$ cat src/rtl/serial_frame_receiver.sv
// Serial frame receiver: hunts for SYNC_BYTE, collects a 32-bit payload plus XOR checksum, tracks lock and errors.
// Latency: word_valid/frame_err are registered, high the cycle after the deciding bit; result captured 3 cycles after sort_finish rises.
// Backpressure: none; the serial stream is consumed one bit per t_clk unconditionally.
module serial_frame_receiver #(
    parameter logic [7:0] SYNC_BYTE = 8'hA5,
    parameter int         ERR_CNT_W = 8
) (
    input  logic                 t_clk,
    input  logic                 rst_n,
    input  logic                 data_in,
    input  logic                 sort_finish,
    input  logic [3:0]           chip_id,
    input  logic [3:0]           power_value_upper,
    input  logic [3:0]           power_value_lower,
    output logic [31:0]          word_out,
    output logic                 word_valid,
    output logic                 locked,
    output logic                 frame_err,
    output logic [ERR_CNT_W-1:0] err_cnt,
    output logic [11:0]          result,
    output logic                 result_valid
);

    typedef enum logic [1:0] {HUNT, PAYLOAD, CHECK, SYNC} state_t;

    state_t      state, state_nxt;
    logic [7:0]  shift_q;
    logic [7:0]  shift_nxt;
    logic [31:0] payload_q;
    logic [5:0]  bit_cnt;
    logic [7:0]  xor_byte;
    logic        good_frame;
    logic        bad_frame;
    logic        sf_meta, sf_sync, sf_prev;
    logic        sf_rise;

    assign shift_nxt = {shift_q[6:0], data_in};
    assign xor_byte  = payload_q[31:24] ^ payload_q[23:16] ^ payload_q[15:8] ^ payload_q[7:0];
    assign sf_rise   = sf_sync & ~sf_prev;

    always_comb begin
        state_nxt  = state;
        good_frame = 1'b0;
        bad_frame  = 1'b0;
        case (state)
            // bit_cnt saturates at 7 here, so a match always needs 8 bits gathered since entry
            HUNT: begin
                if (bit_cnt >= 6'd7 && shift_nxt == SYNC_BYTE)
                    state_nxt = PAYLOAD;
            end
            PAYLOAD: begin
                if (bit_cnt == 6'd31)
                    state_nxt = CHECK;
            end
            CHECK: begin
                if (bit_cnt == 6'd7) begin
                    if (shift_nxt == xor_byte) begin
                        good_frame = 1'b1;
                        state_nxt  = SYNC;
                    end else begin
                        bad_frame = 1'b1;
                        state_nxt = HUNT;
                    end
                end
            end
            SYNC: begin
                if (bit_cnt == 6'd7) begin
                    if (shift_nxt == SYNC_BYTE) begin
                        state_nxt = PAYLOAD;
                    end else begin
                        bad_frame = 1'b1;
                        state_nxt = HUNT;
                    end
                end
            end
            default: state_nxt = HUNT;
        endcase
    end

    always_ff @(posedge t_clk or negedge rst_n) begin
        if (!rst_n) begin
            state     <= HUNT;
            shift_q   <= '0;
            payload_q <= '0;
            bit_cnt   <= '0;
        end else begin
            state   <= state_nxt;
            shift_q <= bad_frame ? 8'h00 : shift_nxt;
            if (state == PAYLOAD)
                payload_q <= {payload_q[30:0], data_in};
            if (state_nxt != state)
                bit_cnt <= '0;
            else if (state != HUNT || bit_cnt < 6'd7)
                bit_cnt <= bit_cnt + 6'd1;
        end
    end

    always_ff @(posedge t_clk or negedge rst_n) begin
        if (!rst_n) begin
            word_out   <= '0;
            word_valid <= 1'b0;
            locked     <= 1'b0;
            frame_err  <= 1'b0;
            err_cnt    <= '0;
        end else begin
            word_valid <= good_frame;
            frame_err  <= bad_frame;
            if (good_frame) begin
                word_out <= payload_q;
                locked   <= 1'b1;
            end
            if (bad_frame) begin
                locked <= 1'b0;
                if (err_cnt != {ERR_CNT_W{1'b1}})
                    err_cnt <= err_cnt + {{(ERR_CNT_W-1){1'b0}}, 1'b1};
            end
        end
    end

    // sort_finish comes from another domain; only its synchronized rising edge is used
    always_ff @(posedge t_clk or negedge rst_n) begin
        if (!rst_n) begin
            sf_meta      <= 1'b0;
            sf_sync      <= 1'b0;
            sf_prev      <= 1'b0;
            result       <= '0;
            result_valid <= 1'b0;
        end else begin
            sf_meta <= sort_finish;
            sf_sync <= sf_meta;
            sf_prev <= sf_sync;
            if (sf_rise) begin
                result       <= {chip_id, power_value_upper, power_value_lower};
                result_valid <= 1'b1;
            end
        end
    end

endmodule
$ cat config.mk
export PLATFORM = sky130hd
export DESIGN_NAME = serial_frame_receiver
export DESIGN_NICKNAME = d
export VERILOG_FILES = /design/src/rtl/serial_frame_receiver.sv
export SDC_FILE = /design/constraint.sdc
export NUM_CORES = 1
export LEC_CHECK = 0
export BUFFER_PORTS_ARGS = -buffer_cell sky130_fd_sc_hd__buf_2
export CORE_MARGIN = 1
export CORE_UTILIZATION = 61
export CTS_CLUSTER_DIAMETER = 80
export DETAILED_ROUTE_END_ITERATION = 6
export GPL_TIMING_DRIVEN = 0
export PLACE_DENSITY_LB_ADDON = 0.12
export SKIP_CTS_REPAIR_TIMING = 1
export SLEW_MARGIN = 10
export SYNTH_ARGS = -nofsm -noshare
export SYNTH_HDL_FRONTEND = slang
export SYNTH_SLANG_ARGS = --single-unit
$ cat constraint.sdc
create_clock -name t_clk -period 5.7 [get_ports t_clk]
set_clock_uncertainty 0.2 [all_clocks]
set_input_delay 0 -clock t_clk [delete_from_list [all_inputs] [get_ports t_clk]]
set_output_delay 0 -clock t_clk [all_outputs]
set_load 0.005 [all_outputs]
Yosys cells after proc, flatten, opt, wreduce, memory -nomap -nowiden
Cells that the tools add are included.
Storage, ports and cells
  register bits: 106
  output and inout port bits: 56
  word-level logic and storage cells: 59
Operators by class
  add/subtract/negate cells: 2
  $lt $le $gt $ge: 2
  eq/ne operators: 9
  multiplexer cells: 20
  bitwise gates (word level): 5
  reductions and logical operators: 7
Operators with widths (count)
  XOR 8 bit: 3
  2-to-1 mux 6 bit: 2
  2-to-1 mux 1 bit: 10
  2-to-1 mux 2 bit: 5
  adder 8 x 1 -> 8 bit, second input constant: 1
  equality test 8 bit: 1
  equality test 8 bit, second input constant: 1
  inequality test 8 bit, second input constant: 1
  one-hot mux 2 bit (4 select lines): 1
  2-to-1 mux 7 bit: 1
  adder 6 x 1 -> 6 bit, second input constant: 1
  equality test 6 x 3 -> 1 bit, second input constant: 1
  equality test 6 x 5 -> 1 bit, second input constant: 1
  greater-or-equal comparator 6 x 3 -> 1 bit, second input constant: 1
  less-than comparator 6 x 3 -> 1 bit, second input constant: 1
  nonzero test 2 bit: 3
  equality test 2 bit, second input constant: 2
  equality test 2 x 1 -> 1 bit, second input constant: 1
  logical NOT 2 bit: 1
  inequality test 2 bit: 1
  one-hot mux 1 bit (2 select lines): 1
  AND reduction 2 bit: 1
  bitwise AND 1 bit: 1
  logical AND 1 bit: 1
  other kinds (2): 2

Longest topological paths before layout
  word-level depth: 9
  mapped depth: 7

Least setup slack after synthesis
Ideal clock, no wire load.
  path type: flip-flop to flip-flop
  from: reg bit_cnt[0]
  to: reg err_cnt[1]
  library setup time: 125 ps
  arrival time: 2027 ps
  data required time: 5375 ps
  slack: 3349 ps
  stages on the path, launching flop included: 7
  period minus slack after synthesis: 2351 ps
  path through: dfrtp_1 -> ha_1 -> nand2_1 -> nor3b_1 -> o211ai_1 -> a31oi_1 -> mux2_2
On the way
  word-level cells in the longest chain between the ends: 4
RTL lines
  start, declared: RTL line 30  | logic [5:0] bit_cnt;
  start signal, assigned: RTL line 94  | bit_cnt <= bit_cnt + 6'd1;
  equality test 6 x 3 -> 1 bit *: RTL line 56, 67
  2-to-1 mux 1 bit (on tied branches): RTL line 67, 56
  one-hot mux 1 bit (2 select lines) *: RTL line 45  | case (state)
  AND reduction 2 bit (no line) *
  end signal, assigned: RTL line 115  | err_cnt <= err_cnt + {{(ERR_CNT_W-1){1'b0}}, 1'b1};
  end, declared: RTL line 19  | output logic [ERR_CNT_W-1:0] err_cnt,
Mark *: on every way between the ends. The rest lies on a longest branch, timed or not.
A chain may end at the register's enable or synchronous reset.

Worst setup path in the final report
  from: reg bit_cnt[0]
  to: reg shift_q[0]
On the way
  word-level cells in the longest chain between the ends: 4
RTL lines
  equality test 6 x 3 -> 1 bit *: RTL line 56, 67
  2-to-1 mux 1 bit (on tied branches): RTL line 67, 56
  one-hot mux 1 bit (2 select lines) *: RTL line 45
  named net bad_frame: RTL line 33  | logic bad_frame;
  2-to-1 mux 7 bit *: RTL line 88  | shift_q <= bad_frame ? 8'h00 : shift_nxt;
  end signal, assigned: RTL line 88
  end, declared: RTL line 27  | logic [7:0] shift_q;
The timed path passes the listed nets; every way through them passes the cells marked *.

==> impl_results.md <==
* Largest net degree at the start of global routing at 65
* Post-route antenna net violation count at 0
* Ys async rst share at 100%
* Register area share after synthesis at 57.3%
* Mean Syn Cell Area at 15.0 µm²
* DIE HEIGHT at 89.1 µm
* RR Startpoint: bit_cnt[0]$_DFFE_PN0P_
* Sink Count at 106
* Initial antenna violation count at 0
* Register bit count reported by yosys at 106
* Ranking of synthesized cells by area: dfrtp_1 (57%), mux2_2 (12%), mux2_4 (9.1%)
* Worst hold path type: in2reg
* Via density at 5.39
* Initial Utilization at 63.5%
* Cell family with most CP delay: simple AND/OR/NAND/NOR gates
* Largest family of logic cells by synthesized area: multiplexers
* Core Rows at 31
* Status: completed
* GRT Util Overall at 21.6%
* Leakage at 2.88 nW
* TritonCTS Buffers at 9
* Gr ovfl total at 0
* Worst hold path depth at 2
* Fmax at 0.348 GHz
* Initial DRT Pass Iterations at 4
* Cells along the critical path: ha_1, nand2_1, nor3b_1, nand2_1, a31oi_1, and2b_2
* Slew HR at 44.8%
* Count of cell types in the netlist at 36
* Top cell type's share of synthesized area at 57.3%
* CTS tree: done
* Worst hold slack at 75.0 ps
* Most frequent CP cell: nand2_1
* Mux contribution to synthesized area at 21.7%
* Clk buf depth at 2
* TNS Setup at 0 ps
* Leading area contributor after synthesis: dfrtp_1
* Setup slack at placement at 2870 ps
* Adder-cell area share of the yosys netlist at 0.540%
* H-tree depth at 3
* Arr. time, crit path at 2920 ps
* Req. time, crit path at 5750 ps
* Max Cap Viol at 0
* Crit path time final at 2870 ps
* Fin. Hold Viols at 0
* Horiz. Die Dim at 89.1 µm
* Setup ws final at 2830 ps
* Max Fanout on Critical Path at 9
* Syn Inst Count at 308
* Post-synth EDFFs at 0
* Worst-Margin Slew at 825 ps
* Setup violators final at 0
* Fin. max-slew vios at 0
* Core Area at 7290 µm²
* Hold path endpoint: sf_meta$_DFF_PN0_
* Pwr dens at 270 nW/µm²
* Final wirelength at 8520 µm
* Simple logic cell fraction of the synthesized area at 7.13%
* Reg-to-reg endpoint: shift_q[0]$_DFF_PN0_
* Period Utilization, post-route at 50.4%
* Share of post-route cells with drive strength above 1 at 45.0%
* Int Power at 0.00111 W
* Worst-Skew Late Latency at 360 ps
* Crit Path Category: reg2reg
* Post-Syn Area at 4630 µm²
* Gate power share at 13.3%
* Buf+Inv Stages, Crit Path at 0
* Die area at 7940 µm²
* Layout Area Growth over Synthesis at 19.5%
* Ys flop type: dfrtp_1
* Worst VDD drop at 141 µV
* Reg-to-reg setup timing slack at 2830 ps
* Crit. End Element: register
* Post-Synth XOR/XNOR Area at 8.62%
* Yosys warning count at 0
* DR DRC count at 0
* Net count after synthesis at 326
* Initial drt markers at 88
* WL/cell at 16.6 µm
* Clock group share of total power at 31.1%
* I/O pins at 72
* Final net count at 426
* FILL cells at 492
* IO Port Bufs at 71
* RSZ-0062 raised after global routing: no
* Vias in the first global route at 2,568
* Clock root buffer: clkbuf_8
* Sequential share of power at 55.6%
* Hpwl dp at 5600 µm
* WP depth at 6
* Clock Pin Slew Worst Setup and Hold Paths at 100 ps
* Worst reg-to-reg path cell count at 6
* Sw Ratio at 25.7%
* Psw at 0.000384 W
* Via Count at 2,759
* Hold Path Origin: sort_finish
* Slowest Stage Delay on Critical Path at 670 ps
* Startpoint Class: register
* # diodes at 0
* Routability Congestion at 0.816
* First-pass GRT wire length at 12,700 µm
* CP max-delay cell: a31oi_1
* Compound-Gate Fraction of Synth Area at 2.78%
-- stage by stage --
stage               instance area [µm²]  cells  util, %  total power [W]
detailed placement                 5140    479     70.5          0.00103
floorplan                          4630    308        -         0.000960
global placement                   5110    478     70.1          0.00101
finish                             5540    512     75.9          0.00149
global route                       5540    512     75.9          0.00157
CTS                                5350    495     73.3          0.00149
-- how the worst max path moves through the flow --
stage	start	endpoint
after global routing	bit_cnt[0]$_DFFE_PN0P_	shift_q[0]$_DFF_PN0_
after global placement	bit_cnt[0]$_DFFE_PN0P_	shift_q[5]$_DFF_PN0_
final	bit_cnt[0]$_DFFE_PN0P_	shift_q[0]$_DFF_PN0_
after floorplan	bit_cnt[0]$_DFFE_PN0P_	err_cnt[1]$_DFFE_PN0P_
after CTS	bit_cnt[0]$_DFFE_PN0P_	shift_q[0]$_DFF_PN0_
after detailed placement	bit_cnt[0]$_DFFE_PN0P_	shift_q[1]$_DFF_PN0_
-- synthesized netlist by cell type, drive strengths merged, types with 4 or more instances --
library cell and count:
buf 7, inv 5, dfrtp 106, nand2 10, xnor3 8, a21oi 4, nor3 4, mux2 79
a311oi 6, xnor2 10, and2b 7, nor2 10, or2 4, nand3 6, xor2 15
-- kinds of logic after synthesis --
group | count (synthesis)
adder cells (fa/ha/maj) | 2
AND/OR/NAND/NOR | 54
buffers and inverters | 15
AO/OA/AOI/OAI | 18
multiplexers | 80
flip-flops | 106
XOR/XNOR | 33
-- power groups by stage --
stage	sequential (W)	clock (W)	combinational, W
6_report	0.000831	0.000465	0.000199
5_1_grt	0.000837	0.000505	0.000226
4_1_cts	0.000829	0.000479	0.000186
3_5_place_dp	0.000843	0	0.000186
3_3_place_gp	0.000840	0	0.000174
2_1_floorplan	0.000836	0	0.000125
-- cells in the final DEF, fill, tap and decap left out, types with 2 or more instances in the layout --
cell           netlist  routed
dfrtp_1            106     106
buf_2                1      71
mux2_2              51      51
mux2_4              28      28
dlygate4sd3_1        0      16
xor2_1              15      15
clkbuf_8             1      11
xnor2_1             10      10
nand2_1             10      10
nor2_1              10      10
xnor3_1              8       8
and2b_2              7       7
nand3_1              6       6
a311oi_1             6       6
inv_1                5       5
nor3_1               4       4
a21oi_1              4       4
buf_6                3       4
or2_2                4       4
a31oi_1              3       3
clkbuf_1             2       3
buf_1                3       3
nor4_2               2       2
nand4_1              2       2
o21ai_0              2       2
nor4bb_1             2       2
and2_1               2       2
ha_1                 2       2
buf_16               0       2
-- flip-flops by register name, summed over array words and instances (netlist names) --
register and cells:
frame_err 1, shift_q 7, payload_q 32, locked 1
sf_sync 1, sf_prev 1, word_valid 1, bit_cnt 6
word_out 32, result 12, result_valid 1, sf_meta 1
state 2, err_cnt 8
-- cell type report --
| class | instances | area (µm²) | area share [%] |
|---|---|---|---|
| plain buffers | 10 | 71.3 | 1.29 |
| well taps | 99 | 124 | 2.24 |
| clock buffers | 11 | 141 | 2.55 |
| clock inverters | 5 | 62.6 | 1.13 |
| inverters | 5 | 18.8 | 0.339 |
| repair buffers | 89 | 577 | 10.4 |
| flip-flops and latches | 106 | 2650 | 47.9 |
| multi-input cells | 187 | 1890 | 34.1 |
-- per-layer routing --
metal	part of all wire, %	up-vias	track usage (%)
li1	-	1281	-
met3	4.1	10	3.51
met4	1.2	0	7.79
met2	50	73	34.4
met5	0	-	0
met1	44	1395	30.4
Power figures use the tool's default switching activity.
